===== src/rtl/pulp_icache_fetch_arb.sv =====
// pulp_icache_fetch_arb
// Shares one in-order instruction-cache fetch port between NumReq requesters.
// Round-robin arbitration with the selection held stable while the cache
// stalls the request; a small ID FIFO routes in-order responses back to
// the requester that issued each fetch.
// Optional feature: define PULP_ICACHE_FETCH_ARB_STALL_CNT_EN to build the
// per-requester 16-bit saturating stall counters; otherwise stall_cnt_o is 0.
module pulp_icache_fetch_arb #(
  parameter int unsigned NumReq         = 2,
  parameter int unsigned FetchAddrWidth = 32,
  parameter int unsigned FetchDataWidth = 32,
  parameter int unsigned MaxOutstanding = 2
) (
  input  logic                                     clk_i,
  input  logic                                     rst_i,
  input  logic [NumReq-1:0]                        req_i,
  input  logic [NumReq-1:0][FetchAddrWidth-1:0]    addr_i,
  output logic [NumReq-1:0]                        gnt_o,
  output logic [NumReq-1:0]                        rvalid_o,
  output logic [NumReq-1:0][FetchDataWidth-1:0]    rdata_o,
  output logic [NumReq-1:0]                        rerror_o,
  output logic                                     fetch_req_o,
  output logic [FetchAddrWidth-1:0]                fetch_addr_o,
  input  logic                                     fetch_gnt_i,
  input  logic                                     fetch_rvalid_i,
  input  logic [FetchDataWidth-1:0]                fetch_rdata_i,
  input  logic                                     fetch_rerror_i,
  output logic [NumReq-1:0][15:0]                  stall_cnt_o,
  output logic                                     rsp_err_o
);

  localparam int unsigned IdxW = $clog2(NumReq);
  localparam int unsigned PtrW = (MaxOutstanding > 1) ? $clog2(MaxOutstanding) : 1;
  localparam int unsigned CntW = $clog2(MaxOutstanding + 1);

  // Selection is either free (round-robin each cycle) or held on a requester
  // whose request is waiting for the cache grant.
  typedef enum logic {
    ARB_FREE   = 1'b0,
    ARB_LOCKED = 1'b1
  } arb_state_t;

  arb_state_t            state_reg, state_next;
  logic [IdxW-1:0]       last_reg, last_next;
  logic [IdxW-1:0]       lock_idx_reg, lock_idx_next;
  logic [IdxW-1:0]       rr_idx;
  logic [IdxW-1:0]       cand;
  logic                  rr_found;
  logic [IdxW-1:0]       sel_idx;

  logic [IdxW-1:0]       id_mem_reg [MaxOutstanding];
  logic [PtrW-1:0]       wr_ptr_reg, rd_ptr_reg;
  logic [CntW-1:0]       count_reg;
  logic                  fifo_empty, fifo_full, can_accept;
  logic                  push, pop, unexpected;
  logic [IdxW-1:0]       head_idx;
  logic                  rsp_err_reg;

  // Wrap-around increment for the FIFO pointers.
  function automatic logic [PtrW-1:0] ptr_inc(input logic [PtrW-1:0] p);
    if (p == PtrW'(MaxOutstanding - 1)) begin
      return '0;
    end
    return p + 1'b1;
  endfunction

  // FIFO status; a full FIFO still accepts when a response frees a slot now.
  assign fifo_empty = (count_reg == '0);
  assign fifo_full  = (count_reg == CntW'(MaxOutstanding));
  assign can_accept = !fifo_full || fetch_rvalid_i;
  assign push       = fetch_req_o & fetch_gnt_i;
  assign pop        = fetch_rvalid_i & !fifo_empty;
  assign unexpected = fetch_rvalid_i & fifo_empty;
  assign head_idx   = id_mem_reg[rd_ptr_reg];

  // Round-robin search starting at the requester after the last winner.
  always_comb begin
    rr_idx   = last_reg;
    rr_found = 1'b0;
    cand     = '0;
    for (int k = 1; k <= int'(NumReq); k++) begin
      cand = IdxW'((int'(last_reg) + k) % int'(NumReq));
      if (!rr_found && req_i[cand]) begin
        rr_found = 1'b1;
        rr_idx   = cand;
      end
    end
  end

  // Arbiter next-state and fetch request: hold the selection until granted.
  always_comb begin
    state_next    = state_reg;
    lock_idx_next = lock_idx_reg;
    last_next     = last_reg;
    sel_idx       = rr_idx;
    fetch_req_o   = 1'b0;
    case (state_reg)
      ARB_FREE: begin
        sel_idx     = rr_idx;
        fetch_req_o = rr_found & can_accept;
      end
      ARB_LOCKED: begin
        sel_idx     = lock_idx_reg;
        fetch_req_o = req_i[lock_idx_reg] & can_accept;
      end
      default: begin
        sel_idx     = rr_idx;
        fetch_req_o = 1'b0;
      end
    endcase
    if (fetch_req_o && !fetch_gnt_i) begin
      state_next    = ARB_LOCKED;
      lock_idx_next = sel_idx;
    end else begin
      state_next = ARB_FREE;
    end
    if (fetch_req_o && fetch_gnt_i) begin
      last_next = sel_idx;
    end
  end

  assign fetch_addr_o = addr_i[sel_idx];

  // Arbiter state register; pointer restarts so requester 0 wins first.
  always_ff @(posedge clk_i) begin
    if (rst_i) begin
      state_reg    <= ARB_FREE;
      last_reg     <= IdxW'(NumReq - 1);
      lock_idx_reg <= '0;
    end else begin
      state_reg    <= state_next;
      last_reg     <= last_next;
      lock_idx_reg <= lock_idx_next;
    end
  end

  // ID FIFO storage; contents are only meaningful while counted as occupied.
  always_ff @(posedge clk_i) begin
    if (push) begin
      id_mem_reg[wr_ptr_reg] <= sel_idx;
    end
  end

  // ID FIFO pointers and occupancy; push and pop together leave it unchanged.
  always_ff @(posedge clk_i) begin
    if (rst_i) begin
      wr_ptr_reg <= '0;
      rd_ptr_reg <= '0;
      count_reg  <= '0;
    end else begin
      if (push) begin
        wr_ptr_reg <= ptr_inc(wr_ptr_reg);
      end
      if (pop) begin
        rd_ptr_reg <= ptr_inc(rd_ptr_reg);
      end
      if (push && !pop) begin
        count_reg <= count_reg + 1'b1;
      end else if (pop && !push) begin
        count_reg <= count_reg - 1'b1;
      end
    end
  end

  // Sticky flag for a response arriving with nothing outstanding.
  always_ff @(posedge clk_i) begin
    if (rst_i) begin
      rsp_err_reg <= 1'b0;
    end else if (unexpected) begin
      rsp_err_reg <= 1'b1;
    end
  end

  assign rsp_err_o = rsp_err_reg;

  // Per-requester grant and response routing.
  for (genvar gi = 0; gi < int'(NumReq); gi++) begin : g_lane
    assign gnt_o[gi]    = push && (sel_idx == IdxW'(gi));
    assign rvalid_o[gi] = pop && (head_idx == IdxW'(gi));
    assign rerror_o[gi] = pop && (head_idx == IdxW'(gi)) && fetch_rerror_i;
    assign rdata_o[gi]  = fetch_rdata_i;
  end

`ifdef PULP_ICACHE_FETCH_ARB_STALL_CNT_EN
  for (genvar gi = 0; gi < int'(NumReq); gi++) begin : g_stall
    logic [15:0] cnt_reg;

    // Count cycles spent requesting without a grant, saturating at all-ones.
    always_ff @(posedge clk_i) begin
      if (rst_i) begin
        cnt_reg <= '0;
      end else if (req_i[gi] && !gnt_o[gi] && (cnt_reg != 16'hFFFF)) begin
        cnt_reg <= cnt_reg + 16'd1;
      end
    end

    assign stall_cnt_o[gi] = cnt_reg;
  end
`else
  assign stall_cnt_o = '0;
`endif

endmodule

===== config.mk =====
export PLATFORM = sky130hd
export DESIGN_NAME = pulp_icache_fetch_arb
export DESIGN_NICKNAME = d
export VERILOG_FILES = /design/src/rtl/pulp_icache_fetch_arb.sv
export SDC_FILE = /design/constraint.sdc
export NUM_CORES = 1
export LEC_CHECK = 0
export ABC_AREA = 1
export CORE_AREA = 5 5 123 67
export DETAILED_ROUTE_END_ITERATION = 8
export DIE_AREA = 0 0 128 72
export PLACE_DENSITY_LB_ADDON = 0.3
export SYNTH_ARGS = -nofsm -noshare
export SYNTH_HDL_FRONTEND = slang
export SYNTH_SLANG_ARGS = --single-unit

===== constraint.sdc =====
create_clock -name clk_i -period 1.95 [get_ports clk_i]
set_clock_uncertainty 0.15 [all_clocks]
set_input_delay 0.39 -clock clk_i [delete_from_list [all_inputs] [get_ports clk_i]]
set_output_delay 0.39 -clock clk_i [all_outputs]
set_load 0.005 [all_outputs]

==> metrics.yaml <==
run_status:
  status: "finished with violations"
  violations: "negative setup slack"
pwr:
  power.density_nw_per_um2: 640.7
  peakVddDrop_v: 0.0002862
  power.static_leakage_nw: 1.565
  finalPower_mw: 1.915
timing:
  layout_setup_ws_ps: -72.34
  final-setup-viol-count: 21
  fin_crit_sh: 1.037
  finalMaxSlewViolations: 0
  grt_setup_unrepaired: "yes"
  setup_tns_ps: -1157
  finalHoldViolations: 0
  max_freq_mhz: 494.5
  period_minus_slack_ps: 2022
  holdWs_ps: 317.4
placed_design:
  portBuffers: 110
  placed_cell_area_sq_um: 2356
  place_ws_ps: -719.3
  post-dp-hpwl_mm: 4.258
  gp_congestion: 0.7431
clocking:
  clock_latency_ps: 230
  cts_sinks: 11
  clkSlewWorstSetupHoldPaths_ps: 40
  clockBufferDepth: 2
  htreeDepth: 1
  clockRootBuffer: "clkbuf_16"
  cts_tree: "done"
  cts_made_buffers: 3
global_routing:
  grt_pass1_wl_mm: 8.921
  grt_max_degree: 10
  grt_pass1_vias: 1753
  grt_usage: 0.1217
  antenna_found_initial: 0
  grt_overflow: 0
die:
  die-area_sq_um: 9216
  io_pins: 239
  row_count: 22
  core-area_sq_um: 7047
  start_util: 0.2420
  die_x_microns: 128
  die_h_microns: 72
finish:
  fin_nets: 461
  final_common_cell: "clkdlybuf4s50_1"
  final_cell_mix: "67 x clkdlybuf4s50_1, 49 x nand2_1, 45 x nand2_2"
  design_area_sq_um: 2989
  area_delta_synth_final_pct: 75.28
  drive_gt1_frac: 0.4382
  diodes: 0
worst_setup_path:
  crit_family: "buffers and inverters"
  cp.arrival_ps: 1480
  crit_required_ps: 1410
  cp_slowest_cell: "dfxtp_2"
  critPathLaunchType: "register"
  path_max_fanout: 6
  worstPathCellList: "inv_1, nand2_2, buf_12, nand2_8, buf_12, inv_16, clkbuf_16, nand2_4, nand2_4, buf_6"
  endpoint_kind: "output pin"
  worstReg2RegEnd: "count_reg[1]"
  reg2reg_slack_ps: 140
  critical_path_buf_inv_count: 6
  reg2reg_depth: 12
  criticalPathCategory: "register to output pin"
  r2r-start: "lock_idx_reg"
  cp_slowest_stage_delay_ps: 310
logic_synthesis:
  ys_warn_count: 0
  async_reset_ff_frac: 0
  ys.flop_type: "dfxtp_1"
  synth_area_per_cell_sq_um: 6.179
  synth-edff-count: 2
  ys_types: 23
  synth.ff_latch_count: 11
  ys_seq_area_frac: 0.1409
  synth_area_sq_um: 1705
  syn_inst: 276
detailed_routing:
  routedWlPerCell_microns: 13.81
  drtIter0Drc: 51
  vias_per_cell: 3.834
  drt-total-wl_mm: 6.243
  via_count: 1733
  drcViolationCount: 0
  first_pass_iters: 4
  antenna_left: 0
hold_path:
  hold_path.class: "register to register"
  hold_depth: 2
  hold-path-endpoint: "rd_ptr_reg"
  hold_start: "rd_ptr_reg"
run:
  max_cap_viol_count: 0
-- worst max path at each step --
stage,start,endpoint,slack (ps),cells past startpoint
after floorplan,fetch_rvalid_i,count_reg[1],330,8
after global placement,req_i[1],fetch_addr_o[3],-700,8
after detailed placement,req_i[1],fetch_addr_o[3],-720,8
after CTS,last_reg,fetch_addr_o[3],-130,10
after global routing,last_reg,fetch_addr_o[25],-140,10
final,lock_idx_reg,fetch_addr_o[26],-70,10
-- cells in the mapped netlist (3+ instances only) --
cell type | n | share of area
nand3_1 | 3 | 0.0088
o21ai_0 | 4 | 0.012
nor2_1 | 8 | 0.018
inv_1 | 16 | 0.035
nand2_1 | 111 | 0.24
dfxtp_1 | 9 | 0.11
a21oi_1 | 4 | 0.012
buf_4 | 99 | 0.44
buf_6 | 3 | 0.020
-- cell type report --
type / count / area [sq um]
fill: 738 / 4058
inverter: 18 / 83.83
timing repair buffer: 145 / 1413
sequential: 11 / 246.5
clock buffer: 4 / 78.83
tap: 96 / 120.1
timing repair inverter: 2 / 27.53
multi-input combinational: 176 / 1020
-- worst register-to-register path, delay by kind of cell, from the launching register on --
family,cells,cell delay (ps)
AO/OA/AOI/OAI,2,170
adder cells (fa/ha/maj),1,220
buffers and inverters,3,250
flip-flops,1,310
AND/OR/NAND/NOR,6,600
-- logic make-up (layout without fill, tap and decap cells) --
group                      after synthesis  count (layout)  synth area share
DFF                                     11              11            0.1409
and+or+nand+nor                        133             133            0.3206
adders and majority gates                1               1          0.007336
other                                    1              32          0.002199
buffers and inverters                  120             169            0.4967
AOI/OAI and AO/OA                       10              10           0.03229
-- what timing repair did --
item	CTS	global route
resized for setup	209	74
gates cloned	6	1
endpoints found under the setup margin	40	35
setup buffers	19	3
pin swaps	24	12
endpoints found under the hold margin	0	0
hold buffers	0	0
-- report_power, final --
part	switching, mW	leakage, nW	internal [mW]
combinational	0.560	1.43	0.682
clock	0.0947	0.0382	0.274
sequential	0.0303	0.0939	0.275
-- per-stage QoR --
stage	utilization	std cells
after global routing	0.4242	452
after floorplan	-	307
final	0.4242	452
after CTS	0.3899	451
after global placement	0.3343	423
after detailed placement	0.3343	423
-- routing by layer --
metal / GRT usage / vias to the layer above / wire (microns)
li1: - / 872 / -
met1: 0.1579 / 763 / 2610
met2: 0.1854 / 96 / 2887
met3: 0.06250 / 2 / 733
met4: 0.01647 / 0 / 12
met5: 0 / - / 0
(Power assumes the default switching activity.)
